<file path="config.mk">
export PLATFORM = sky130hd
export DESIGN_NAME = ps2_mouse_tracker
export DESIGN_NICKNAME = d
export VERILOG_FILES = /design/src/rtl/ps2_mouse_tracker.sv
export SDC_FILE = /design/constraint.sdc
export NUM_CORES = 1
export LEC_CHECK = 0
export ABC_CLOCK_PERIOD_IN_PS = 8180
export CAP_MARGIN = 0
export CORE_AREA = 3 3 87 89
export CTS_CLUSTER_SIZE = 40
export DETAILED_ROUTE_END_ITERATION = 8
export DIE_AREA = 0 0 90 92
export PLACE_DENSITY = 0.77
export SLEW_MARGIN = 15
export SYNTH_ARGS = -nofsm -noshare
export SYNTH_HDL_FRONTEND = slang
export SYNTH_SLANG_ARGS = --single-unit
</file>
<file path="constraint.sdc">
create_clock -name clk -period 8.18 [get_ports clk]
set_input_delay 1.636 -clock clk [delete_from_list [all_inputs] [get_ports clk]]
set_output_delay 1.636 -clock clk [all_outputs]
set_load 0.01 [all_outputs]
</file>
<file path="src/rtl/ps2_mouse_tracker.sv">
// PS/2 mouse packet assembler with saturating absolute X/Y tracking,
// button/wheel capture, header resync, inter-byte timeout and overflow rejection.
module ps2_mouse_tracker #(
    parameter int unsigned COORD_W     = 8,
    parameter int unsigned X_MAX       = 99,
    parameter int unsigned Y_MAX       = 99,
    parameter int unsigned WHEEL_EN    = 0,
    parameter int unsigned TIMEOUT_CYC = 50000
) (
    input  logic               clk,
    input  logic               rstn,
    input  logic [7:0]         rx_data,
    input  logic               rx_vld,
    input  logic               clr,
    output logic               pkt_vld,
    output logic [COORD_W-1:0] x_pos,
    output logic [COORD_W-1:0] y_pos,
    output logic [3:0]         wheel_delta,
    output logic               left_button,
    output logic               right_button,
    output logic               middle_button,
    output logic               seq_error,
    output logic [2:0]         pkt_cnt
);

    localparam int unsigned TO_W  = $clog2(TIMEOUT_CYC + 1);
    // Wide enough for pos + 9-bit signed delta without wrap
    localparam int unsigned SUM_W = (COORD_W + 2 > 10) ? COORD_W + 2 : 10;

    typedef enum logic [1:0] {S_B0, S_B1, S_B2, S_B3} state_t;

    state_t             state_q, state_d;
    // Header without the always-one bit 3: {y_ovf, x_ovf, y_sign, x_sign, mid, right, left}
    logic [6:0]         hdr_q, hdr_d;
    logic [7:0]         b1_q, b1_d;
    logic [7:0]         b2_q, b2_d;
    logic [TO_W-1:0]    to_cnt_q, to_cnt_d;
    logic               pkt_vld_q, pkt_vld_d;
    logic [COORD_W-1:0] x_pos_q, x_pos_d;
    logic [COORD_W-1:0] y_pos_q, y_pos_d;
    logic [3:0]         wheel_q, wheel_d;
    logic [2:0]         btn_q, btn_d;
    logic               seq_error_q, seq_error_d;
    logic [2:0]         pkt_cnt_q, pkt_cnt_d;

    logic               hdr_err, to_hit, fin;
    logic [7:0]         y_byte;
    logic [3:0]         wheel_nib;
    logic signed [SUM_W-1:0] dx_s, dy_s, x_sum, y_sum;
    logic [COORD_W-1:0] x_new, y_new;

    // Saturate a signed sum into 0..max
    function automatic logic [COORD_W-1:0] clamp_pos(input logic signed [SUM_W-1:0] s,
                                                     input logic [COORD_W-1:0] max_v);
        logic [COORD_W-1:0] r;
        if (s[SUM_W-1]) begin
            r = '0;
        end else if (s > $signed({{(SUM_W-COORD_W){1'b0}}, max_v})) begin
            r = max_v;
        end else begin
            r = s[COORD_W-1:0];
        end
        return r;
    endfunction

    // Byte-assembly FSM next state, timeout counter and byte latches
    always_comb begin
        state_d  = state_q;
        hdr_d    = hdr_q;
        b1_d     = b1_q;
        b2_d     = b2_q;
        to_cnt_d = '0;
        hdr_err  = 1'b0;
        to_hit   = 1'b0;
        fin      = 1'b0;

        if (state_q != S_B0 && !rx_vld) begin
            if (to_cnt_q == TO_W'(TIMEOUT_CYC - 1)) begin
                to_hit = 1'b1;
            end else begin
                to_cnt_d = to_cnt_q + TO_W'(1);
            end
        end

        case (state_q)
            S_B0: begin
                if (rx_vld) begin
                    if (rx_data[3]) begin
                        hdr_d   = {rx_data[7:4], rx_data[2:0]};
                        state_d = S_B1;
                    end else begin
                        hdr_err = 1'b1;
                    end
                end
            end
            S_B1: begin
                if (rx_vld) begin
                    b1_d    = rx_data;
                    state_d = S_B2;
                end else if (to_hit) begin
                    state_d = S_B0;
                end
            end
            S_B2: begin
                if (rx_vld) begin
                    b2_d = rx_data;
                    if (WHEEL_EN != 0) begin
                        state_d = S_B3;
                    end else begin
                        fin     = 1'b1;
                        state_d = S_B0;
                    end
                end else if (to_hit) begin
                    state_d = S_B0;
                end
            end
            S_B3: begin
                if (rx_vld) begin
                    fin     = 1'b1;
                    state_d = S_B0;
                end else if (to_hit) begin
                    state_d = S_B0;
                end
            end
            default: state_d = S_B0;
        endcase
    end

    // Delta arithmetic; the final byte is still on rx_data when fin is high
    always_comb begin
        y_byte    = (state_q == S_B2) ? rx_data : b2_q;
        wheel_nib = (WHEEL_EN != 0) ? rx_data[3:0] : 4'd0;
        dx_s      = {{(SUM_W-8){hdr_q[3]}}, b1_q};
        dy_s      = {{(SUM_W-8){hdr_q[4]}}, y_byte};
        x_sum     = $signed({{(SUM_W-COORD_W){1'b0}}, x_pos_q}) + dx_s;
        y_sum     = $signed({{(SUM_W-COORD_W){1'b0}}, y_pos_q}) + dy_s;
        x_new     = clamp_pos(x_sum, COORD_W'(X_MAX));
        y_new     = clamp_pos(y_sum, COORD_W'(Y_MAX));
    end

    // Output register next values: packet apply, then clr override
    always_comb begin
        pkt_vld_d   = 1'b0;
        x_pos_d     = x_pos_q;
        y_pos_d     = y_pos_q;
        wheel_d     = wheel_q;
        btn_d       = btn_q;
        pkt_cnt_d   = pkt_cnt_q;
        seq_error_d = seq_error_q | hdr_err | to_hit;

        if (fin) begin
            pkt_vld_d = 1'b1;
            pkt_cnt_d = pkt_cnt_q + 3'd1;
            btn_d     = hdr_q[2:0];
            wheel_d   = wheel_nib;
            if (!hdr_q[5]) begin
                x_pos_d = x_new;
            end
            if (!hdr_q[6]) begin
                y_pos_d = y_new;
            end
        end

        if (clr) begin
            x_pos_d     = '0;
            y_pos_d     = '0;
            wheel_d     = 4'd0;
            seq_error_d = 1'b0;
        end
    end

    // State and output registers
    always_ff @(posedge clk or negedge rstn) begin
        if (!rstn) begin
            state_q     <= S_B0;
            hdr_q       <= '0;
            b1_q        <= '0;
            b2_q        <= '0;
            to_cnt_q    <= '0;
            pkt_vld_q   <= 1'b0;
            x_pos_q     <= '0;
            y_pos_q     <= '0;
            wheel_q     <= '0;
            btn_q       <= '0;
            seq_error_q <= 1'b0;
            pkt_cnt_q   <= '0;
        end else begin
            state_q     <= state_d;
            hdr_q       <= hdr_d;
            b1_q        <= b1_d;
            b2_q        <= b2_d;
            to_cnt_q    <= to_cnt_d;
            pkt_vld_q   <= pkt_vld_d;
            x_pos_q     <= x_pos_d;
            y_pos_q     <= y_pos_d;
            wheel_q     <= wheel_d;
            btn_q       <= btn_d;
            seq_error_q <= seq_error_d;
            pkt_cnt_q   <= pkt_cnt_d;
        end
    end

    assign pkt_vld       = pkt_vld_q;
    assign x_pos         = x_pos_q;
    assign y_pos         = y_pos_q;
    assign wheel_delta   = wheel_q;
    assign left_button   = btn_q[0];
    assign right_button  = btn_q[1];
    assign middle_button = btn_q[2];
    assign seq_error     = seq_error_q;
    assign pkt_cnt       = pkt_cnt_q;

endmodule
</file>
# Word level (Yosys, flattened, before mapping)
# Index checks and enable logic that the tools add are counted.
totals:
  output_inout_bits: 28
  ff_bits: 69
op_classes:
  bitwise_logic: 2
  n_reduce_logical: 12
  addsub: 4
  order_cmp: 2
  n_mux: 30
  n_eq_ne: 8
op_table:
  columns: ["op", "count"]
  rows:
  - ["$mux W8", 11]
  - ["$mux W16", 2]
  - ["$add A9 B9 Y10", 2]
  - ["$gt A10 B8 Y1 const B", 2]
  - ["$add A16 B1 Y16 const B", 1]
  - ["$eq A16 B16 Y1 const B", 1]
  - ["$mux W2", 5]
  - ["$reduce_and A2 Y1", 5]
  - ["$mux W1", 9]
  - ["$mux W4", 2]
  - ["$ne A2 B2 Y1 const B", 4]
  - ["$pmux W2 S3", 1]
  - ["$eq A2 B2 Y1 const B", 2]
  - ["$reduce_bool A2 Y1", 2]
  - ["$add A3 B1 Y3 const B", 1]
  - ["$reduce_and A3 Y1", 1]
  - ["$eq A2 B1 Y1 const B", 1]
  - ["$logic_not A2 Y1", 1]
  - ["$or A1 B1 Y1", 2]
  - ["$reduce_or A2 Y1", 1]
  - ["$logic_and A1 B1 Y1", 1]
  - ["$logic_not A1 Y1", 1]

# Logic depth before layout (Yosys ltp)
logic_depth:
  ltp_word: 9
  ltp_mapped: 14
  mapped_depth_nobuf: 12

# Worst setup path after synthesis
# OpenSTA, ideal clock, no wires.
synth_path:
  kind: "input-to-reg"
  from: "input rx_data[4]"
  to: "register y_pos_q[2], in the netlist y_pos[2]"
  path_stages: 9
  slack_ns: 4.484
  arrival_ns: 3.554
  setup_ns: 0.142
  path_buffers: 0
  cell_sequence: "mux2_2 -> ha_1 -> or3b_1 -> a21oi_1 -> nor4b_1 -> a21oi_1 -> a21oi_1 -> o41ai_1 -> o31ai_1"
synth_between:
  elab_chain_cells: 8
synth_rtl:
  columns: ["element", "line", "text"]
  rows:
  - ["from (decl)", "12", "input logic [7:0] rx_data,"]
  - ["$mux W8 (*)", "131", "y_byte = (state_q == S_B2) ? rx_data : b2_q;"]
  - ["$add A9 B9 Y10 (*)", "136", "y_sum = $signed({{(SUM_W-COORD_W){1'b0}}, y_pos_q}) + dy_s;"]
  - ["$gt A10 B8 Y1", "58", "end else if (s > $signed({{(SUM_W-COORD_W){1'b0}}, max_v})) begin"]
  - ["$mux W8", "58", null]
  - ["$mux W8 (*)", "56", "if (s[SUM_W-1]) begin"]
  - ["$mux W8 (*)", "159", "if (!hdr_q[6]) begin"]
  - ["$mux W8 (*)", "151", "if (fin) begin"]
  - ["$mux W8 (*)", "164", "if (clr) begin"]
  - ["to (signal assigned)", "195", "y_pos_q <= y_pos_d;"]
  - ["to (decl)", "40", "logic [COORD_W-1:0] y_pos_q, y_pos_d;"]
# Mark *: on every way between the ends. The rest lies on a longest branch, timed or not. The select of a mux whose other input is x is not followed.
# A chain may end at the register's enable or synchronous reset.

# Worst setup path in the final report
layout_path:
  from: "input rx_data[0]"
  to: "register y_pos_q[3], in the netlist y_pos[3]"
# Same word-level chain as after synthesis.

==> results.md <==
* Result of the run: finished, final reports clean
* Number of placed I/O pins at 40
* Max-cap check violation count at 0
* Dominant register cell in the synthesized netlist: sky130_fd_sc_hd__dfrtp_1
* Overall track demand over capacity in global routing at 0.197
* Buffer levels on the longest clock path at 2
* Iteration-0 DRC count of the detailed router at 187
* Top fanout value on the critical path at 4
* Clock Root Buffer: sky130_fd_sc_hd__clkbuf_8
* Crit share post-route at 0.511
* Count of port buffers added during placement at 35
* Total gr overflow at 0
* Top cells by instance count after synthesis: 65 x sky130_fd_sc_hd__dfrtp_1, 36 x sky130_fd_sc_hd__nor2_1, 35 x sky130_fd_sc_hd__mux2_2, 24 x sky130_fd_sc_hd__nand2_1, 19 x sky130_fd_sc_hd__ha_1
* Final design area excluding fillers at 4390 um2
* Via count of the first global-routing pass at 2774
* Worst-case reg-to-reg path depth at 12
* Post-route setup slack at 4000 ps
* Sink Count at 65
* Detailed-placement wirelength estimate at 5740 um
* Power density over cell area at 271 nW/um2
* Setup Total Neg Slack at 0 ps
* Least-Margin Pin Slew at 1090 ps
* FP Rows at 30
* Die boundary height at 92 um
* Number of cells on the critical path at 12
* CTS tree: done
* Global placer's final weighted congestion at 0.941
* Number of buffers created by CTS at 9
* Worst clock skew at 4.59 ps
* Critical Path Source: rx_data[0]
* Routed wire length per instance at 15.6 um
* Setup repair after global routing missed its margin: no
* Residual DRC at 0
* Worst-path clk slew at 70 ps
* Min-delay worst type: reg2reg
* Synth area leader: sky130_fd_sc_hd__dfrtp_1
* Instance area after placement at 4180 um2
* Setup violators final at 0
* Antenna violations before repair at 0
* Starting density of the core at 0.550
* Number of enable-type register cells in the synthesized netlist at 0
* Number of distinct library cells after synthesis at 61
* Synthesis-stage register bit count at 65
* Critical Path Sink: y_pos[3]
* Most frequently used cell type in the post-synthesis netlist: sky130_fd_sc_hd__dfrtp_1
* Path type of the worst setup path: in2reg
* Post-CTS resize count at 0
* Final #Nets at 427
* Post-detailed-route via-to-cell ratio at 5.65
* Instance count of the mapped netlist at 356
* Endpoint kind of the worst setup timing path: flop
* Floorplan core area at 6830 um2
* Pin count of the biggest net entering global routing at 66
* Worst vdd ir at 0.111 mV
* Cell chain of the critical path: clkdlybuf4s50_1 -> mux2_2 -> ha_1 -> inv_1 -> fa_1 -> nor2b_1 -> o21ai_0 -> nand2b_1 -> a31oi_1 -> o21ai_0 -> o41ai_1 -> o31ai_1
* Mean post-synth cell area at 10.6 um2
* Worst setup SP type: input port
* Layout-stage area growth over the synthesis result at 16.7%
* Worst reg2reg path startpoint: state_q[0]
* Worst path required time at 8380 ps
* Diode insertion count for antenna repair at 0
* Worst stage delay on the critical path at 590 ps
* Fraction of final layout cells sized beyond drive strength 1 at 0.170
* Cell area after synthesis at 3760 um2
* Clock latency on the worst-skew pair at 340 ps
* Total wirelength of the detailed-routed design at 7740 um
* Critical path arrival at 4390 ps
* H-tree lvl count at 3
* CP max stage cell: sky130_fd_sc_hd__o41ai_1
* Horizontal die dimension at 90 um
* Final hold viol count at 0
* Post-synthesis async set-or-reset flop share at 1.00
* Maximum frequency from static timing analysis at 0.239 GHz
* Die area at 8280 um2
* First-pass GRT wire length at 13100 um
* Yosys warning count at 0
* Hold buffer count at CTS at 0
* Sequential element share of the synthesized area at 0.433
* Slew Viols, Final at 0
* Count of TritonRoute iterations in the first routing pass at 4
* Share of the synthesized area in the top cell type at 0.433
* Static power due to leakage at 0.00191 uW
* Number of post-CTS setup repair buffers at 0
* Reg2reg end: y_pos[3]
* Via count at 2798
* Count of nets left with antenna violations after detail routing at 0
* Count of buffer and inverter cells on the critical path at 2
* Setup slack on the worst flop-to-flop path at 4790 ps
* Slew margin rel. at 0.269
* Post-Place Worst Slack at 3690 ps
* Final critical-path required period at 4180 ps
* Main area contributors after synthesis: sky130_fd_sc_hd__dfrtp_1 43%, sky130_fd_sc_hd__mux2_2 10%, sky130_fd_sc_hd__ha_1 6.3%, sky130_fd_sc_hd__xnor2_1 4.0%, sky130_fd_sc_hd__nor2_1 3.6%
* Most Frequent Cell on Critical Path: sky130_fd_sc_hd__o21ai_0
* Cell family with the largest share of critical-path delay: compound AO/OA/AOI/OAI gates
-- power breakdown --
group | leakage [uW] | switching, uW | internal, uW
clock network | 0.000107 | 120 | 166
registers | 0.000843 | 51.4 | 394
logic | 0.000963 | 234 | 223
-- state kept, by name (all words and copies together), names as in the netlist --
register	count
to_cnt_q	16
b1_q	8
b2_q	8
x_pos	8
y_pos	8
hdr_q	7
btn_q	3
pkt_cnt	3
state_q	2
pkt_vld	1
seq_error	1
-- through the flow --
step | hold WS, ps | util | std cells | total power [uW]
finish | 452 | 0.642 | 495 | 1190
global route | 483 | 0.642 | 495 | 1270
CTS | 456 | 0.642 | 495 | 1190
detailed placement | 447 | 0.612 | 479 | 904
global placement | 442 | 0.612 | 479 | 883
floorplan | 425 | - | 359 | 774
-- cell usage in the layout, fill, tap and decap left out, types with 6 or more instances in the layout --
master and count:
sky130_fd_sc_hd__nor3_1 6, sky130_fd_sc_hd__mux2_2 35, sky130_fd_sc_hd__xnor2_1 17, sky130_fd_sc_hd__ha_1 19, sky130_fd_sc_hd__dfrtp_1 65, sky130_fd_sc_hd__and3_1 6, sky130_fd_sc_hd__nor2_1 36, sky130_fd_sc_hd__xor2_1 11
sky130_fd_sc_hd__nand2_1 24, sky130_fd_sc_hd__clkdlybuf4s50_1 34, sky130_fd_sc_hd__inv_1 12, sky130_fd_sc_hd__clkbuf_8 12, sky130_fd_sc_hd__o21ai_0 12, sky130_fd_sc_hd__nand3_1 8, sky130_fd_sc_hd__a21oi_1 17
-- how the worst min path moves through the flow --
stage | start | end | slack, ps | cells after the start
2_1_floorplan | to_cnt_q[0] | to_cnt_q[0] | 430 | 1
3_3_place_gp | to_cnt_q[0] | to_cnt_q[0] | 440 | 1
3_5_place_dp | to_cnt_q[0] | to_cnt_q[0] | 450 | 1
4_1_cts | to_cnt_q[0] | to_cnt_q[0] | 460 | 1
5_1_grt | to_cnt_q[0] | to_cnt_q[0] | 480 | 1
6_report | to_cnt_q[0] | to_cnt_q[0] | 450 | 1
-- cell type report --
class | count | area, um2
Clock buffer | 14 | 173
Fill cell | 550 | 2450
Sequential cell | 65 | 1630
Timing Repair Buffer | 37 | 360
Clock inverter | 2 | 35.0
Inverter | 12 | 45.0
Multi-Input combinational cell | 269 | 2030
Tap cell | 96 | 120
-- routing by layer --
layer | GRT usage | vias up | part of all wire
met4 | 0.0816 | 0 | 0.018
met1 | 0.256 | 1371 | 0.45
met3 | 0.0312 | 12 | 0.047
met5 | 0 | - | 0
li1 | - | 1340 | -
met2 | 0.329 | 75 | 0.48
-- kinds of logic (layout without fill, tap and decap cells) --
group / after synthesis / after routing / share of synthesized area
adder cells (fa/ha/maj): 21 / 21 / 0.0739
buffers and inverters: 25 / 65 / 0.0313
flip-flops: 65 / 65 / 0.433
multiplexers: 35 / 35 / 0.105
other: 1 / 4 / 0.000998
AO/OA/AOI/OAI: 73 / 73 / 0.149
AND/OR/NAND/NOR: 108 / 108 / 0.142
XOR/XNOR: 28 / 28 / 0.0652
No activity file was read; power rests on OpenSTA's default activity.
